## src/rtl/hilo_divider_pkg.sv

```systemverilog
// Shared definitions for the HI/LO iterative divider: FSM states and result constants.
package hilo_divider_pkg;

   typedef enum logic [2:0] {
      IDLE = 3'd0,
      PREP = 3'd1,
      CALC = 3'd2,
      FIX  = 3'd3,
      DONE = 3'd4
   } div_state_t;

   localparam int          DIV_ITERS     = 32;
   localparam logic [31:0] DIV_ZERO_QUOT = 32'hFFFF_FFFF;

endpackage

```

## src/rtl/hilo_divider_div_step.sv

```systemverilog
// One radix-2 restoring division step: shift {rem,quo} left, subtract the divisor if it fits.
module div_step #(
   parameter int DATA_W = 32
) (
   input  logic [DATA_W-1:0] rem,
   input  logic [DATA_W-1:0] quo,
   input  logic [DATA_W-1:0] divisor,
   output logic [DATA_W-1:0] rem_next,
   output logic [DATA_W-1:0] quo_next
);

   logic [DATA_W:0] rem_sh;
   logic            fits;

   // The shifted remainder needs one extra bit: it can reach 2*divisor-1.
   // NOTE: every output gets a value on every path, so no latch is inferred.
   always_comb begin
      rem_sh   = {rem, quo[DATA_W-1]};
      fits     = (rem_sh >= {1'b0, divisor});
      rem_next = fits ? (rem_sh[DATA_W-1:0] - divisor) : rem_sh[DATA_W-1:0];
      quo_next = {quo[DATA_W-2:0], fits};
   end

endmodule

```

## src/rtl/hilo_divider.sv

```systemverilog
// Multi-cycle DIV/DIVU unit for the pro pipe; writes HI=remainder, LO=quotient and stalls issue while busy.
module hilo_divider
   import hilo_divider_pkg::*;
#(
   parameter int DATA_W    = DIV_ITERS,
   parameter bit ZERO_FAST = 1'b1
) (
   input  logic              clk,
   input  logic              rst,
   input  logic              start,
   input  logic              is_signed,
   input  logic [DATA_W-1:0] dividend,
   input  logic [DATA_W-1:0] divisor,
   input  logic              cancel,
   output logic              busy,
   output logic              done,
   output logic              pro_wHiEn,
   output logic              pro_wLoEn,
   output logic [DATA_W-1:0] pro_wHiData,
   output logic [DATA_W-1:0] pro_wLoData
);

   localparam int              CNT_W    = $clog2(DATA_W);
   localparam logic [CNT_W-1:0] LAST_CNT = CNT_W'(DATA_W - 1);

   localparam logic [2:0] S_IDLE = IDLE;
   localparam logic [2:0] S_PREP = PREP;
   localparam logic [2:0] S_CALC = CALC;
   localparam logic [2:0] S_FIX  = FIX;
   localparam logic [2:0] S_DONE = DONE;

   localparam logic [DATA_W-1:0] ZERO_QUOT = DIV_ZERO_QUOT[DATA_W-1:0];

   logic [2:0]        state;
   logic [DATA_W-1:0] a_q, b_q;
   logic              sgn_q;
   logic [DATA_W-1:0] rem_q, quo_q, dvs_q;
   logic              qneg_q, rneg_q, zero_q;
   logic [CNT_W-1:0]  count;
   logic [DATA_W-1:0] hi_q, lo_q;

   logic              a_neg, b_neg;
   logic [DATA_W-1:0] a_abs, b_abs;
   logic [DATA_W-1:0] rem_nx, quo_nx;

   assign a_neg = sgn_q & a_q[DATA_W-1];
   assign b_neg = sgn_q & b_q[DATA_W-1];
   assign a_abs = a_neg ? -a_q : a_q;
   assign b_abs = b_neg ? -b_q : b_q;

   div_step #(.DATA_W(DATA_W)) u_step (
      .rem      (rem_q),
      .quo      (quo_q),
      .divisor  (dvs_q),
      .rem_next (rem_nx),
      .quo_next (quo_nx)
   );

   // cancel outranks everything, including a start arriving in the same IDLE cycle.
   // NOTE: sequential state uses non-blocking assignments so all registers update from pre-edge values.
   always_ff @(posedge clk) begin
      if (rst) begin
         state  <= S_IDLE;
         a_q    <= '0;
         b_q    <= '0;
         sgn_q  <= 1'b0;
         rem_q  <= '0;
         quo_q  <= '0;
         dvs_q  <= '0;
         qneg_q <= 1'b0;
         rneg_q <= 1'b0;
         zero_q <= 1'b0;
         count  <= '0;
         hi_q   <= '0;
         lo_q   <= '0;
      end else if (cancel) begin
         state <= S_IDLE;
      end else begin
         case (state)
            S_IDLE: begin
               if (start) begin
                  a_q   <= dividend;
                  b_q   <= divisor;
                  sgn_q <= is_signed;
                  state <= S_PREP;
               end
            end
            S_PREP: begin
               rem_q  <= '0;
               quo_q  <= a_abs;
               dvs_q  <= b_abs;
               qneg_q <= a_neg ^ b_neg;
               rneg_q <= a_neg;
               zero_q <= (b_q == '0);
               count  <= '0;
               if (ZERO_FAST && (b_q == '0)) begin
                  hi_q  <= a_q;
                  lo_q  <= ZERO_QUOT;
                  state <= S_DONE;
               end else begin
                  state <= S_CALC;
               end
            end
            S_CALC: begin
               rem_q <= rem_nx;
               quo_q <= quo_nx;
               count <= count + CNT_W'(1);
               if (count == LAST_CNT) state <= S_FIX;
            end
            S_FIX: begin
               // Restoring the sign of |a| to the remainder also makes HI equal the raw dividend for x/0.
               hi_q  <= rneg_q ? -rem_q : rem_q;
               lo_q  <= zero_q ? ZERO_QUOT : (qneg_q ? -quo_q : quo_q);
               state <= S_DONE;
            end
            S_DONE:  state <= S_IDLE;
            default: state <= S_IDLE;
         endcase
      end
   end

   assign busy        = (state != S_IDLE);
   assign done        = (state == S_DONE) && !cancel && !rst;
   assign pro_wHiEn   = done;
   assign pro_wLoEn   = done;
   assign pro_wHiData = hi_q;
   assign pro_wLoData = lo_q;

endmodule

```

## config.mk

```make
export PLATFORM = sky130hd
export DESIGN_NAME = hilo_divider
export DESIGN_NICKNAME = d
export VERILOG_FILES = /design/src/rtl/hilo_divider_pkg.sv /design/src/rtl/hilo_divider_div_step.sv /design/src/rtl/hilo_divider.sv
export SDC_FILE = /design/constraint.sdc
export NUM_CORES = 1
export LEC_CHECK = 0
export ABC_AREA = 1
export CELL_PAD_IN_SITES_DETAIL_PLACEMENT = 0
export CELL_PAD_IN_SITES_GLOBAL_PLACEMENT = 2
export CORE_MARGIN = 4
export CORE_UTILIZATION = 35
export CTS_CLUSTER_DIAMETER = 30
export DETAILED_ROUTE_END_ITERATION = 10
export DONT_BUFFER_PORTS = 1
export PLACE_DENSITY_LB_ADDON = 0.1
export SLEW_MARGIN = 5
export SYNTH_ARGS = -nofsm -noshare
export SYNTH_HDL_FRONTEND = slang
export SYNTH_SLANG_ARGS = --single-unit
```

## constraint.sdc

```tcl
create_clock -name clk -period 2.95 [get_ports clk]
set_clock_uncertainty 0.05 [all_clocks]
set_input_delay 0.59 -clock clk [delete_from_list [all_inputs] [get_ports clk]]
set_output_delay 0.59 -clock clk [all_outputs]
set_load 0.03 [all_outputs]
```

==> qor.yml <==
status: "finished, final reports clean"
clock_latency_ns: 0.57
placed_cell_area_um2: 15800
io_pins: 137
final.min_clock_period_ns: 2.62
vias: 16100
cts_hold_buf: 0
design_area_um2: 18100
cts_sinks: 236
cts_root_buffer: "clkbuf_16"
timing.rr.end: "rem_q[30]"
viasPerCell: 5.23
syn_avg_cell_area_um2: 6.18
cpLargestDelayFamily: "simple AND/OR/NAND/NOR gates"
area_delta_synth_final_pct: 19.3
dominantRegCellSynth: "dfxtp_1"
cts_tree: "built"
die_x_um: 216
setup_ws_ns: 0.330
post_cts_resized: 0
ant_nets: 0
synth_edf_count: 0
first_pass_iters: 5
crit_start: "dvs_q[8]"
cts_buffers: 68
cpMaxStageDelayCell: "dfxtp_1"
synth.yosys.seq_area_share_pct: 31.1
path_class: "flop to flop"
drive_gt1_share_pct: 7.13
fill_cells: 4722
async_flop_share_pct: 0
die-area_um2: 46700
h-tree-depth: 3
min_from: "rst"
core_um2: 43000
holdPathEnd: "rem_q[31]"
reg2reg_setup_slack_ns: 0.33
r2r-start: "dvs_q[8]"
critPathBufInv: 5
slew_headroom_pct: 56.1
worstMarginPinSlew_ns: 0.659
dpl.hpwl_mm: 46.5
worst_ep_required_time_ns: 3.36
grt.total_usage_pct: 25.2
finalPower_mw: 13.1
hold_depth: 1
p_leak_nw: 8.43
synth_cells: 2456
io_buffers: 0
drv_cap: 0
wl_per_cell_um: 19.6
grt_pass1_wl_mm: 90.9
cp-end-kind: "flop"
max_stage_delay_ns: 0.45
hold_viol: 0
clk_path_buf_depth: 3
die_h_um: 216
antenna_found_initial: 0
initial_core_util_pct: 35.3
drt-total-wl_mm: 60.4
rows: 76
synth_area_um2: 15200
cp-start-kind: "flop"
slew_viol_final: 0
synth-seq-cells: 236
worst_path_most_repeated_cell: "nand2_1"
reg2reg_depth: 17
cts_setup_buffers: 0
post-route-period-util_pct: 88.8
yosys.cell_types.count: 45
regArea_um2: 4720
grt_setup_unrepaired: "no"
drtIter0Drc: 1377
setup-tns-final_ns: 0
worstPathCellList: "inv_1, ha_1, nand2_1, inv_1, nand2_1, nand2_1, inv_1, nand3_1, nand2_1, nand2_1, nand2_1, buf_4, nand3_1, nand2_1, inv_1, nand2_1, a21oi_1"
cp_max_fo: 32
ys_warn_count: 0
peakVddDrop_mv: 0.594
hp-class: "input port to flop"
setup_viol: 0
arrival_ns: 3.03
clk_pin_slew_ns: 0.04
final_nets: 2565
multi_input_area_um2: 8730
syn-num-nets: 2564
grt-ovfl-total: 0
fmax_mhz: 382
routabilityCongestion: 0.911
route.detailed.drc: 0
n_antenna_cell: 0
grt_pass1_vias: 15200
grt_start_max_net_pins: 110
dp_slack_ns: 0.381
utilization_pct: 42.1
power_density_nw_per_um2: 726
placed cells by master (no fill, tap or decap), drive strengths merged, types with 28 or more instances in the layout:
cell    instances
o21ai         247
a31oi          39
nor2          225
nor3           28
xor2           47
ha             38
nand3         248
a21oi         245
clkbuf         87
nand2         557
dfxtp         236
nand4          34
buf            43
inv           335
sequential cells by signal (all words and copies together), names as in the netlist:
signal       flops
a_q             32
b_q             32
count            5
dvs_q           32
pro_wHiData     32
pro_wLoData     32
qneg_q           1
quo_q           32
rem_q           32
rneg_q           1
sgn_q            1
state            3
zero_q           1
synth_stat cells, drive strengths merged, types with 6 or more instances:
master / instances / area, um2
nand2: 557 / 2100
inv: 332 / 1250
nand3: 248 / 1250
o21ai: 247 / 1240
a21oi: 245 / 1240
dfxtp: 236 / 4720
nor2: 225 / 860
clkbuf: 74 / 278
xor2: 47 / 412
a31oi: 39 / 244
buf: 38 / 211
ha: 38 / 475
nand4: 34 / 219
nor3: 28 / 155
xnor2: 20 / 175
nand3b: 11 / 82.6
o211ai: 11 / 82.6
or2: 6 / 37.5
stage by stage:
stage / std cells / hold slack (ns)
after floorplan: 2456 / 0.395
after global placement: 2972 / 0.413
after detailed placement: 2972 / 0.420
after CTS: 3083 / 0.0291
after global routing: 3083 / 0.0485
final: 3083 / 0.0826
power breakdown:
| part | total (mW) | leakage (nW) | switching (mW) | internal, mW |
|---|---|---|---|---|
| combinational | 2.39 | 5.40 | 1.63 | 0.752 |
| clock | 7.26 | 1.11 | 2.08 | 5.18 |
| sequential | 3.48 | 1.92 | 0.158 | 3.32 |
| total | 13.1 | 8.43 | 3.87 | 9.26 |
per-layer routing:
layer,GRT usage (%),part of all wire [%],up-vias
met4,7.49,2.6,0
met3,5.61,7.3,98
met1,37.0,49,7461
met5,0,0,-
met2,36.7,41,506
li1,-,-,8052
cell type report:
type,instances,area share (%)
tap,585,4.04
clock inverter,24,1.93
multi-input combinational,1775,48.2
clock buffer,87,10.6
inverter,333,6.92
timing repair buffer,43,2.20
sequential,236,26.1
cell families (layout without fill, tap and decap cells):
kind of cell    after synthesis  in the layout  share of synthesized area [%]
simple gates               1115           1115                           31.2
compound gates              554            554                           19.1
buf+inv                     445            487                           11.5
flops                       236            236                           31.1
xor+xnor                     67             67                           3.87
fa+ha+maj                    39             39                           3.27
worst reg2reg max path: stages, from the launching register on:
cell and delay [ns]:
dfxtp_1 0.45, inv_1 0.08, ha_1 0.33, nand2_1 0.14, inv_1 0.05, nand2_1 0.06
nand2_1 0.06, inv_1 0.05, nand3_1 0.18, nand2_1 0.13, nand2_1 0.08, nand2_1 0.13
buf_4 0.36, nand3_1 0.13, nand2_1 0.08, inv_1 0.05, nand2_1 0.05, a21oi_1 0.05
worst max-delay path by stage:
stage | endpoint | cells past startpoint
after CTS | rem_q[30] | 17
after floorplan | pro_wHiEn | 6
after global routing | pro_wHiData[20] | 13
after detailed placement | rem_q[25] | 17
final | rem_q[30] | 17
after global placement | rem_q[26] | 17
Note: power is estimated with default switching activity, not from simulation.
